[src/rtl/div_unit_pkg.sv]
// Shared types and constants for the iterative integer divider.
package div_unit_pkg;

  localparam int DIV_WIDTH = 64;
  localparam int DIV_CNT_W = $clog2(DIV_WIDTH) + 1;

  typedef logic [DIV_WIDTH-1:0] word_t;
  typedef logic                 u1;

  typedef enum logic [1:0] {
    DIV_S  = 2'd0,
    DIVU_S = 2'd1,
    REM_S  = 2'd2,
    REMU_S = 2'd3
  } div_op_t;

  typedef enum logic [1:0] {
    IDLE = 2'd0,
    BUSY = 2'd1,
    DONE = 2'd2
  } div_state_t;

  // DIV and REM work on magnitudes and fix the sign afterwards.
  function automatic u1 op_is_signed(input div_op_t op);
    return (op == DIV_S) || (op == REM_S);
  endfunction

endpackage

[src/rtl/div_unit_step.sv]
// One radix-2 restoring division step, purely combinational.
// The remainder is widened by one bit so the shifted value can never overflow
// before it is compared with the divisor.
module div_step #(
  parameter int WIDTH = 64
) (
  input  logic [WIDTH-1:0] i_rem,
  input  logic [WIDTH-1:0] i_quo,
  input  logic [WIDTH-1:0] i_div,
  output logic [WIDTH-1:0] o_rem,
  output logic [WIDTH-1:0] o_quo
);

  logic [WIDTH:0]   w_shift;
  logic [WIDTH-1:0] w_diff;
  logic             w_ge;

  // Shift {rem,quo} left by one and subtract the divisor when it fits.
  always_comb begin
    w_shift = {i_rem, i_quo[WIDTH-1]};
    w_ge    = (w_shift >= {1'b0, i_div});
    // When w_ge holds the difference is below 2^WIDTH, so the low bits suffice.
    w_diff  = w_shift[WIDTH-1:0] - i_div;
    o_rem   = w_ge ? w_diff : w_shift[WIDTH-1:0];
    o_quo   = {i_quo[WIDTH-2:0], w_ge};
  end

endmodule

[src/rtl/div_unit.sv]
// Iterative 64-bit integer divider (DIV/DIVU/REM/REMU and W forms).
// Optional macro DIV_EARLY_OUT_EN: divide-by-zero and signed overflow skip the
// iteration and complete one cycle after issue with identical results.
//
// Handshake: a request is taken when in_valid is high and in_ready is high
// (state IDLE) and flush is low; the result is held with out_valid high until
// a cycle with out_ready high, after which the unit returns to IDLE. flush
// returns to IDLE from any state and wins over a same-cycle request.
module div_unit
  import div_unit_pkg::*;
#(
  parameter int WIDTH = 64
) (
  input  logic             clk,
  input  logic             reset,
  input  logic             in_valid,
  output logic             in_ready,
  input  logic [WIDTH-1:0] a,
  input  logic [WIDTH-1:0] b,
  input  div_op_t          op,
  input  logic             is_word,
  input  logic             flush,
  output logic             out_valid,
  input  logic             out_ready,
  output logic [WIDTH-1:0] result,
  output div_state_t       dbg_state
);

  localparam int CNT_W = $clog2(WIDTH) + 1;

  div_state_t       r_state;
  div_state_t       w_state_nxt;
  logic [CNT_W-1:0] r_cnt;
  logic [WIDTH-1:0] r_rem;
  logic [WIDTH-1:0] r_quo;
  logic [WIDTH-1:0] r_div;
  div_op_t          r_op;
  logic             r_word;
  logic             r_neg_q;
  logic             r_neg_r;

  logic             w_signed;
  logic             w_b_zero;
  logic             w_early;
  logic             w_take;
  logic [WIDTH-1:0] w_abs_a;
  logic [WIDTH-1:0] w_abs_b;
  logic [WIDTH-1:0] w_rem_nxt;
  logic [WIDTH-1:0] w_quo_nxt;
  logic [WIDTH-1:0] w_sel;

  // Operand preparation: magnitudes and sign flags for the signed ops.
  always_comb begin
    w_signed = op_is_signed(op);
    w_b_zero = (b == '0);
    w_abs_a  = (w_signed && a[WIDTH-1]) ? -a : a;
    w_abs_b  = (w_signed && b[WIDTH-1]) ? -b : b;
`ifdef DIV_EARLY_OUT_EN
    w_early  = w_b_zero ||
               (w_signed && (a == {1'b1, {(WIDTH-1){1'b0}}}) && (b == '1));
`else
    w_early  = 1'b0;
`endif
    w_take   = (r_state == IDLE) && in_valid && !flush;
  end

  div_step #(.WIDTH(WIDTH)) u_step (
    .i_rem (r_rem),
    .i_quo (r_quo),
    .i_div (r_div),
    .o_rem (w_rem_nxt),
    .o_quo (w_quo_nxt)
  );

  // FSM state register.
  always_ff @(posedge clk or negedge reset) begin
    if (!reset) r_state <= IDLE;
    else        r_state <= w_state_nxt;
  end

  // Next-state logic; flush overrides everything.
  always_comb begin
    w_state_nxt = r_state;
    case (r_state)
      IDLE:    if (in_valid) w_state_nxt = w_early ? DONE : BUSY;
      BUSY:    if (r_cnt == CNT_W'(1)) w_state_nxt = DONE;
      DONE:    if (out_ready) w_state_nxt = IDLE;
      default: w_state_nxt = IDLE;
    endcase
    if (flush) w_state_nxt = IDLE;
  end

  // Datapath: load magnitudes on issue, one restoring step per BUSY cycle.
  always_ff @(posedge clk or negedge reset) begin
    if (!reset) begin
      r_cnt   <= '0;
      r_rem   <= '0;
      r_quo   <= '0;
      r_div   <= '0;
      r_op    <= DIV_S;
      r_word  <= 1'b0;
      r_neg_q <= 1'b0;
      r_neg_r <= 1'b0;
    end else if (w_take) begin
      r_op    <= op;
      r_word  <= is_word;
      r_div   <= w_abs_b;
      r_neg_q <= w_signed && (a[WIDTH-1] ^ b[WIDTH-1]) && !w_b_zero;
      r_neg_r <= w_signed && a[WIDTH-1];
      // Early-out loads the values the iteration would have produced:
      // b==0 gives quo=all ones, rem=|a|; overflow gives quo=|a|, rem=0.
      r_rem   <= (w_early && w_b_zero) ? w_abs_a : '0;
      r_quo   <= (w_early && w_b_zero) ? '1 : w_abs_a;
      r_cnt   <= w_early ? '0 : CNT_W'(WIDTH);
    end else if (r_state == BUSY) begin
      r_rem   <= w_rem_nxt;
      r_quo   <= w_quo_nxt;
      r_cnt   <= r_cnt - CNT_W'(1);
    end
  end

  // Result selection and W-form sign extension, straight from the registers.
  always_comb begin
    case (r_op)
      DIV_S:   w_sel = r_neg_q ? -r_quo : r_quo;
      DIVU_S:  w_sel = r_quo;
      REM_S:   w_sel = r_neg_r ? -r_rem : r_rem;
      default: w_sel = r_rem;
    endcase
    result    = r_word ? {{(WIDTH-32){w_sel[31]}}, w_sel[31:0]} : w_sel;
    in_ready  = (r_state == IDLE);
    out_valid = (r_state == DONE);
    dbg_state = r_state;
  end

endmodule

[config.mk]
export PLATFORM = sky130hd
export DESIGN_NAME = div_unit
export DESIGN_NICKNAME = d
export VERILOG_FILES = /design/src/rtl/div_unit_pkg.sv /design/src/rtl/div_unit_step.sv /design/src/rtl/div_unit.sv
export SDC_FILE = /design/constraint.sdc
export NUM_CORES = 1
export LEC_CHECK = 0
export BUFFER_PORTS_ARGS = -buffer_cell sky130_fd_sc_hd__buf_2
export CAP_MARGIN = 30
export CORE_MARGIN = 4
export CORE_UTILIZATION = 28
export DETAILED_ROUTE_END_ITERATION = 10
export PLACE_DENSITY_LB_ADDON = 0.3
export SLEW_MARGIN = 20
export SYNTH_ARGS = -nofsm -noshare
export SYNTH_HDL_FRONTEND = slang
export SYNTH_SLANG_ARGS = --single-unit
[constraint.sdc]
create_clock -name clk -period 7.92 [get_ports clk]
set_input_delay 0.792 -clock clk [delete_from_list [all_inputs] [get_ports clk]]
set_output_delay 0.792 -clock clk [all_outputs]
set_load 0.01 [all_outputs]
==> results.md, run 1 <==
* Most common cell in the synthesized netlist: o21ai_0
* Nature of the critical path startpoint: flop
* Clk sinks at 206
* Top cell type's share of synthesized area at roughly 28%
* Root buffer cell: clkbuf_16
* Endpoints failing setup at 0
* Worst slew margin at a little under a third
* Vias post-DR at 17,900
* Gate Count Post-Synth at between 2,000 and 2,500
* Rows at between 90 and 100
* Final Power at 7.72 mW
* Post-CTS Setup Inserts at 0
* Die Span Y at approximately 270 um
* Die width at between 200 and 300 um
* DP HPWL at ~50,000 um
* Synth Cell Area at 18,700 sq um
* Top_reg_cell synth: dfrtp_1
* Vias in the first global route at between 15,000 and 20,000
* Unique cell type count in the Yosys netlist at about 80
* Crit path max fanout at 7
* Final net count at roughly 2,700
* Avg Cell Area, Syn at about 7.7 sq um
* Max_cap viols at 0
* Arrival @ worst endpoint at 4.33 ns
* Hold-fix buffers, CTS at 0
* Layout cells sized above 1 at a little under an eighth
* Placed Cells incl. Taps at 3,367
* Tmin final at between 5 and 6 ns
* Pre-antenna DRT Iters at 5
* Final ANT Viol Nets at 0
* TNS Setup at 0 ns
* RSZ-0062 raised after global routing: no
* CTS tree: done
* Global-route wire length before repair at ~100,000 um
* Critical Path RT at 7.13 ns
* Final Hold Fails at 0
* Die ar. at 70,900 sq um
* Via density at 5.24
* Setup Skew at around 0.018 ns
* Worst-case clock buffer depth at 3
* Clock-pin slew on the worst setup and hold paths at approximately 0.06 ns
* Port Buffers at between 200 and 250
* YS warnings at 0
* Final max-slew violation count at 0
* Status: finished clean
* IO Count at ~200
* GPL Wtd Cong at around 0.96
* FF+latch count, synth at 206
* CTS buffer count at 24
* Ys async rst share at between 90% and 100%
* Synth cell count leaders: o21ai_0, nand2_1, dfrtp_1
* Fin cells at 3,419
* Core Box Area at 66,000 sq um
* Fin crit share at 64.7%
* Wire length per cell at roughly 19 um
* Slew @ Worst Pin at 1.02 ns
* Max Clk Rate at between 150 and 200 MHz
* Drt drc at 0
* Crit path capture type: output port
* Maximum VDD drop at slightly above 0.2 mV
* Seq/Total Area, Yosys at about 28%
* Gr usage total at around 18%
* Most area-consuming cells after synthesis: dfrtp_1, o21ai_0, xnor2_1, xor2_1, a21oi_1
* Pwr dens at roughly 360 nW/um^2
* Clock latency on the worst-skew pair at 0.56 ns
* Yosys top cell by area: dfrtp_1
* Initial antenna violation count at 23
* Setup CP Type: reg2out
* Fillcell total at between 7,000 and 8,000
* Layout Utilization at between 30% and 40%
* Wirelength, routed at approximately 66,000 um
* H-tree depth at 1
* Initial Util at approximately 28%
* 1st-iter DRT viols at 1,232
* Area delta synth->final at 14.0%
* Net Count, Synth at about 2,600
* Min-Delay Path Class: in2async
* Final global-route overflow total at 0
* CTS-repair resized insts at 0
* EDFF count, synth at 0
* Static leakage at about 8.9 nW
* Largest net degree at the start of global routing at approximately 130
[cell families (layout without fill, tap and decap cells)]
| logic type | Yosys count | count (layout) | synth area share [%] |
|---|---|---|---|
| multiplexers | 53 | 53 | 2.86 |
| AO/OA/AOI/OAI | 818 | 818 | 26.4 |
| AND/OR/NAND/NOR | 726 | 726 | 19.1 |
| adder cells (fa/ha/maj) | 71 | 71 | 4.80 |
| buffers and inverters | 246 | 372 | 5.12 |
| other | 0 | 7 | 0 |
| XOR/XNOR | 302 | 302 | 14.2 |
| flip-flops | 206 | 206 | 27.6 |
[cells in the final DEF, fill, tap and decap left out, types with 50 or more instances in the layout]
| cell | Yosys | layout |
|---|---|---|
| o21ai_0 | 301 | 301 |
| a22oi_1 | 61 | 61 |
| nor2_1 | 168 | 166 |
| buf_2 | 11 | 202 |
| dfrtp_1 | 206 | 205 |
| inv_1 | 103 | 103 |
| o31ai_1 | 51 | 51 |
| ha_1 | 70 | 70 |
| xnor2_1 | 154 | 154 |
| nand2_1 | 249 | 249 |
| nor3_1 | 63 | 63 |
| a21oi_1 | 200 | 200 |
| mux2i_1 | 50 | 50 |
| xor2_1 | 148 | 148 |
[power by group]
part / internal, mW / switching (mW)
registers: 1.37 / 0.567
clock network: 0.674 / 0.485
logic: 1.85 / 2.77
[critical path, stage by stage, from the launching register on]
cell     delay, ns
dfrtp_1       0.46
or3_1         0.41
or3b_2        0.55
o41ai_1       0.59
o21ai_0       0.36
a21oi_1       0.47
a21oi_1       0.16
xnor2_1       0.15
nand2_1       0.07
o21ai_0       0.20
o21ai_1       0.20
buf_2         0.16
[registers in the layout, summed over array words and instances (netlist names)]
signal and cells:
r_op 2, r_neg_r 1, r_quo 64, dbg_state 2
r_cnt 7, r_neg_q 1, r_rem 64, r_div 64
r_word 1
[metal layers]
layer / wire, um / share of wire (%) / vias to the layer above / track usage (%)
met3: 3960 / 6.0 / 112 / 3.03
li1: - / - / 8963 / -
met1: 30700 / 47 / 8333 / 25.2
met4: 1770 / 2.7 / 30 / 4.58
met2: 29000 / 44 / 469 / 28.7
met5: 161 / 0.25 / - / 0
[layout make-up]
class                   count  area, sq um  share of cell area, %
repair buffers            226         1220                   5.74
inverters                 103          387                   1.82
clock inverters            12          133                  0.623
clock buffers              31          678                   3.19
diodes                      7         17.5                 0.0823
well taps                 864         1080                   5.08
multi-input cells        1970        12600                   59.2
flip-flops and latches    206         5160                   24.2
[final timing paths]
kind / from / endpoint / slack (ns) / depth (start not counted)
max: r_rem[2] / result[42] / 2.80 / 11
min: reset / r_div[5] / 0.29 / 1
max reg2reg: r_quo[63] / r_rem[56] / 3.36 / 14
min reg2reg: r_div[33] / r_div[33] / 0.48 / 2
max in group asynchronous: reset / r_op[1] / 6.46 / 2
min in group clk: op[1] / r_op[1] / 0.46 / 3
[per-stage QoR]
| step | worst slack, ns | hold slack (ns) | instance area, sq um |
|---|---|---|---|
| finish | 2.80 | 0.288 | 21300 |
| global route | 2.54 | 0.340 | 21300 |
| CTS | 2.50 | 0.290 | 21200 |
| detailed placement | 3.12 | 0.470 | 20400 |
| global placement | 3.20 | 0.461 | 20400 |
| floorplan | 3.78 | 0.450 | 18700 |
(Power assumes the default switching activity.)
==> run 2: changes to the inputs <==
--- a/config.mk
+++ b/config.mk
@@ -5,6 +5,7 @@
 export SDC_FILE = /design/constraint.sdc
 export NUM_CORES = 1
 export LEC_CHECK = 0
+export ABC_AREA = 1
 export BUFFER_PORTS_ARGS = -buffer_cell sky130_fd_sc_hd__buf_2
 export CAP_MARGIN = 30
 export CORE_MARGIN = 4
==> constraint.sdc (replaced) <==
create_clock -name clk -period 4.9 [get_ports clk]
set_input_delay 0.49 -clock clk [delete_from_list [all_inputs] [get_ports clk]]
set_output_delay 0.49 -clock clk [all_outputs]
set_load 0.01 [all_outputs]
==> run 2 against run 1 <==
Total power rose by 120%. Via count up 69%. Combinational power grew to 2.6 times the previous value. Cell area grew 32%. First-iteration DRC count rose by 120%. Utilization decreased by 0.50 points. Critical endpoint is now result[37]. Largest power group unchanged.
==> results.md, run 2 <==
* IO Count at 204
* Most frequent cells in the layout: nand2_1, inv_1, nor2_1
* CTS buffer count at 26
* Gr usage total at about a quarter
* Slew @ Worst Pin at approximately 0.94 ns
* YS warnings at 0
* Status: finished clean
* Endpoints failing setup at 0
* Clock latency on the worst-skew pair at approximately 0.59 ns
* Core Box Area at slightly below 90,000 sq um
* CTS-repair resized insts at 0
* Clk sinks at ~200
* Worst hold slack at between 0.08 and 0.09 ns
* Net Count, Synth at approximately 4,800
* PnR worst setup slack at roughly 0.80 ns
* Most common cell after layout, fill and taps aside: nand2_1
* Largest stage delay, worst path at 0.60 ns
* CP max stage cell: dfrtp_1
* Top Registers: r_div: 64 flops, r_quo: 64 flops, r_rem: 64 flops
* Worst slew margin at between 30% and 40%
* Drt drc at 0
* EDFF count, synth at 0
* CTS tree: done
* Area after DPL at roughly 27,000 sq um
* Final Hold Fails at 0
* Crit path max fanout at 32
* Static leakage at between 10 and 15 nW
* Top cell type's share of synthesized area at about 24%
* Final net count at ~4,900
* Final ANT Viol Nets at 0
* Via density at ~5.1
* Most area-consuming cells after synthesis: nand2_1, dfrtp_1, nand3_1, inv_1, nor2_1
* Rows at 109
* TNS Setup at 0 ns
* Root buffer cell: clkbuf_16
* Critical-path cell list: inv_1 > nor2_4 > inv_1 > o21ai_0 > nand3_1 > nand3_2 > nand2_2 > o21ai_1 > buf_2
* Global-route wire length before repair at roughly 180,000 um
* Final design instance area without fill at between 20,000 and 30,000 sq um
* Vias in the first global route at approximately 29,000
* Crit path capture type: output port
* Die ar. at 94,200 sq um
* Vias post-DR at roughly 30,000
* 1st-iter DRT viols at about 2,700
* Critical Path RT at 4.41 ns
* GPL Wtd Cong at 0.982
* Max_cap viols at 0
* Arrival @ worst endpoint at about 3.6 ns
* Post-CTS Setup Inserts at 0
* Unique cell type count in the Yosys netlist at 52
* Synth Cell Area at about 25,000 sq um
* Gate Count Post-Synth at around 4,600
* Die Span Y at between 300 and 400 um
* Avg Cell Area, Syn at approximately 5.4 sq um
* Final global-route overflow total at 0
* Max Clk Rate at 244 MHz
* Hold-fix buffers, CTS at 1
* Largest net degree at the start of global routing at between 90 and 100
* Area delta synth->final at 12.4%
* Layout Utilization at between 30% and 40%
* Initial antenna violation count at 2
* Worst-case clock buffer depth at 3
* Fin crit share at between 80% and 90%
* Min-Delay Path Class: in2reg
* Setup CP Type: reg2out
* Yosys top cell by area: nand2_1
* Wire length per cell at approximately 21 um
* Clock-pin slew on the worst setup and hold paths at ~0.06 ns
* H-tree depth at 1
* Most common cell in the synthesized netlist: nand2_1
* Final max-slew violation count at 0
* Setup Skew at ~0.034 ns
* DP HPWL at between 100,000 and 150,000 um
* Synth cell count leaders: nand2_1, inv_1, nor2_1
* CP dominant cell by count: inv_1
* Pre-CTS WS at 1.46 ns
* RSZ-0062 raised after global routing: no
* Tmin final at roughly 4.1 ns
* Initial Util at 28.3%
* Port Buffers at 203
* Nature of the critical path startpoint: flop
* FF+latch count, synth at slightly above 200
* Wirelength, routed at between 100,000 and 150,000 um
* Maximum VDD drop at around 0.26 mV
* Die width at ~310 um
* Seq/Total Area, Yosys at 20.6%
* Pwr dens at between 600 and 700 nW/um^2
* Pre-antenna DRT Iters at 5
* Layout cells sized above 1 at roughly 7.2%
* Top_reg_cell synth: dfrtp_1
* Ys async rst share at 100%
-- run 2: logic make-up after synthesis --
group	synth area share, %
AOI/OAI and AO/OA	11.8
DFF	20.6
xor gates and xnor gates	3.15
buffers and inverters	12.9
adders and majority gates	3.58
and+or+nand+nor	48.0
-- run 2: stage by stage --
stage | power (mW) | instances
2_1_floorplan | 10.7 | 4595
3_3_place_gp | 15.1 | 5862
3_5_place_dp | 15.0 | 5863
4_1_cts | 17.2 | 5912
5_1_grt | 18.8 | 5912
6_report | 17.3 | 5913
-- run 2: final cells by class --
type	instances	area, sq um
diodes	1	2.50
clock inverters	13	159
well taps	1165	1460
inverters	689	2590
multi-input cells	3566	16700
clock buffers	35	734
fillers	10100	60400
repair buffers	238	1310
flip-flops and latches	206	5150
-- run 2: final timing paths --
check | end | depth (start not counted) | from | slack [ns]
worst max register to register | r_rem[58] | 18 | r_quo[63] | 1.46
worst max-delay path | result[37] | 9 | r_neg_q | 0.80
worst min-delay path | dbg_state[1] | 2 | flush | 0.09
worst min register to register | r_cnt[4] | 1 | r_cnt[4] | 0.47
max in group asynchronous | r_quo[58] | 3 | reset | 3.30
min in group asynchronous | r_div[37] | 2 | reset | 0.50
-- run 2: layer usage --
layer / vias to the layer above / GRT usage (%) / routed length, um
li1: 14900 / - / -
met1: 14000 / 33.4 / 52900
met2: 1093 / 44.1 / 58500
met3: 184 / 1.71 / 6860
met4: 0 / 11.3 / 6640
met5: - / 0 / 0
-- run 2: worst max-delay path, delay by kind of cell (launching register included) --
family / cells / cell delay, ns
compound gates: 2 / 0.57
flops: 1 / 0.60
buf+inv: 3 / 0.80
simple gates: 4 / 1.04
-- run 2: where the power goes --
| group | internal [mW] | leakage [nW] | switching, mW |
|---|---|---|---|
| Clock | 1.17 | 0.430 | 0.858 |
| Sequential | 2.32 | 2.56 | 1.00 |
| Combinational | 3.54 | 11.4 | 8.44 |
| Total | 7.04 | 14.4 | 10.3 |
==> run 3: changes to the inputs <==
==> constraint.sdc (replaced) <==
create_clock -name clk -period 3.9 [get_ports clk]
set_input_delay 0.39 -clock clk [delete_from_list [all_inputs] [get_ports clk]]
set_output_delay 0.39 -clock clk [all_outputs]
set_load 0.01 [all_outputs]
==> run 3 against run 2 <==
Setup slack lost 0.70 ns. Sequential power grew 21%. Flip-flop and latch count is the same. First-iteration DRC count grew 8.7%. Sequential share of layout area shrank 0.15 points. Critical path depth grew 1. Clock skew grew 0.014 ns. Worst hold slack lost 0.036 ns. Critical path type unchanged. Largest cell class unchanged.
==> results.md, run 3 (synthesis results as in run 2) <==
* Port Buffers at between 200 and 250
* Max Clk Rate at about 260 MHz
* Largest net degree at the start of global routing at 98
* Slew @ Worst Pin at 0.937 ns
* Final net count at roughly 4,900
* Area delta synth->final at 13.4%
* CP dominant cell by count: o21ai_0
* Crit path max-delay family: compound AO/OA/AOI/OAI gates
* Wirelength, routed at between 100,000 and 150,000 um
* Static leakage at around 15 nW
* Die ar. at roughly 94,000 sq um
* Layout Utilization at around a third
* Layout cells sized above 1 at 7.57%
* Combinational power share at about 70%
* Final design instance area without fill at 28,300 sq um
* Arrival @ worst endpoint at ~3.4 ns
* Fin crit share at just under 100%
* Crit path capture type: output port
* Die Span Y at roughly 300 um
* Nature of the critical path startpoint: flop
* Tmin final at 3.80 ns
* Initial antenna violation count at 2
* Critical Path RT at 3.51 ns
* GPL Wtd Cong at around 1.1
* Endpoints failing setup at 0
* CTS tree: done
* Clock power share at between 10 and 15%
* H-tree depth at 1
* Fillcell total at 10,200
* NetSw at about 13 mW
* Initial Util at 28.3%
* Worst slew margin at between 30 and 40%
* Setup Skew at about 0.048 ns
* Final Hold Fails at 0
* Switching share of power at between 50% and 60%
* Flop pwr share at between 10% and 20%
* Clock-pin slew on the worst setup and hold paths at approximately 0.070 ns
* Clk sinks at ~210
* Largest stage delay, worst path at between 0.5 and 0.6 ns
* Drt drc at 0
* Rows at 109
* Critical-path cell list: inv_2 > ha_1 > nand3_1 > nor2_4 > nand3_2 > o21ai_0 > xor2_1 > o21ai_0 > a21oi_1 > buf_2
* Max_cap viols at 0
* Maximum VDD drop at 0.400 mV
* Setup CP Type: reg2out
* Final ANT Viol Nets at 0
* Crit path max fanout at 8
* 1st-iter DRT viols at 2,885
* Root buffer cell: clkbuf_16
* Final max-slew violation count at 0
* Most common cell after layout, fill and taps aside: nand2_1
* Via density at ~5.1
* Status: finished clean
* DP HPWL at roughly 100,000 um
* Pint at 9.18 mW
* Global-route wire length before repair at between 150,000 and 200,000 um
* CTS buffer count at 26
* N_diodes at 0
* Vias post-DR at 30,300
* Pre-antenna DRT Iters at 5
* Area after DPL at about 27,000 sq um
* Clock latency on the worst-skew pair at 0.60 ns
* Worst hold slack at between 0.05 and 0.06 ns
* Top Registers: r_div: 64 flops, r_quo: 64 flops, r_rem: 64 flops
* IO Count at about 200
* Final global-route overflow total at 0
* CP max stage cell: o21ai_0
* Worst-case clock buffer depth at 3
* Die width at between 300 and 400 um
* Vias in the first global route at slightly below 30,000
* R2r setup slk at between 0.4 and 0.5 ns
* Buf/Inv on CP at 2
* Wire length per cell at between 20 and 25 um
* Min-Delay Path Class: in2reg
* Core Box Area at 88,500 sq um
* Most frequent cells in the layout: nand2_1, inv_1, nor2_1
* Pwr dens at just under 800 nW/um^2
* Gr usage total at about 26%
* RSZ-0062 raised after global routing: yes
-- run 3: worst paths after layout --
path,cells after the start,endpoint,start
worst max-delay path,10,result[30],r_quo[0]
worst min-delay path,3,r_op[1],op[1]
worst max register to register,16,r_rem[50],r_div[55]
worst min register to register,1,r_cnt[4],r_cnt[4]
max in group asynchronous,3,r_rem[50],reset
min in group asynchronous,2,r_div[9],reset
-- run 3: what timing repair did --
| item | in CTS | in global routing |
|---|---|---|
| buffers inserted | 0 | 2 |
| hold buffers | 2 | 0 |
| pin swaps | 0 | 1 |
| resized for setup | 3 | 6 |
| cloned | 0 | 0 |
| endpoints found under the setup margin | 6 | 20 |
| endpoints found under the hold margin | 97 | 0 |
-- run 3: cell type report --
cell class                      count  area (sq um)  area share [%]
Sequential cell                   206          5160            18.2
Tap cell                         1165          1460            5.14
Inverter                          689          2590            9.13
Clock inverter                     18           303            1.07
Clock buffer                       29           682            2.41
Multi-Input combinational cell   3566         16700            59.0
Timing Repair Buffer              250          1430            5.06
-- run 3: layer usage --
metal / track usage [%] / routed length, um / part of all wire (%)
met1: 33.4 / 52600 / 42
met2: 43.0 / 56900 / 46
met5: 0 / 0 / 0
met4: 12.6 / 7330 / 5.9
met3: 2.43 / 7790 / 6.3
-- run 3: worst min-delay path, cell delays in order --
cell and delay, ns:
buf_2 0.08, nand2_1 0.05, o21ai_0 0.08
-- run 3: power by group through the flow --
stage	Combinational, mW	Sequential (mW)	Clock (mW)
after floorplan	9.92	3.59	0
after detailed placement	14.9	4.01	0
after global routing	16.8	4.14	2.96
after global placement	15.0	3.97	0
final	15.3	4.04	2.82
after CTS	15.0	3.97	2.87
-- run 3: metrics by stage --
| stage | setup WS, ns | cells | setup TNS [ns] | total power, mW |
|---|---|---|---|---|
| 6_report | 0.0964 | 5923 | 0 | 22.2 |
| 5_1_grt | -0.0182 | 5923 | -0.0189 | 23.9 |
| 4_1_cts | 0.0437 | 5921 | 0 | 21.8 |
| 3_5_place_dp | 0.464 | 5872 | 0 | 18.9 |
| 3_3_place_gp | 0.447 | 5872 | 0 | 19.0 |
| 2_1_floorplan | 1.59 | 4595 | 0 | 13.5 |
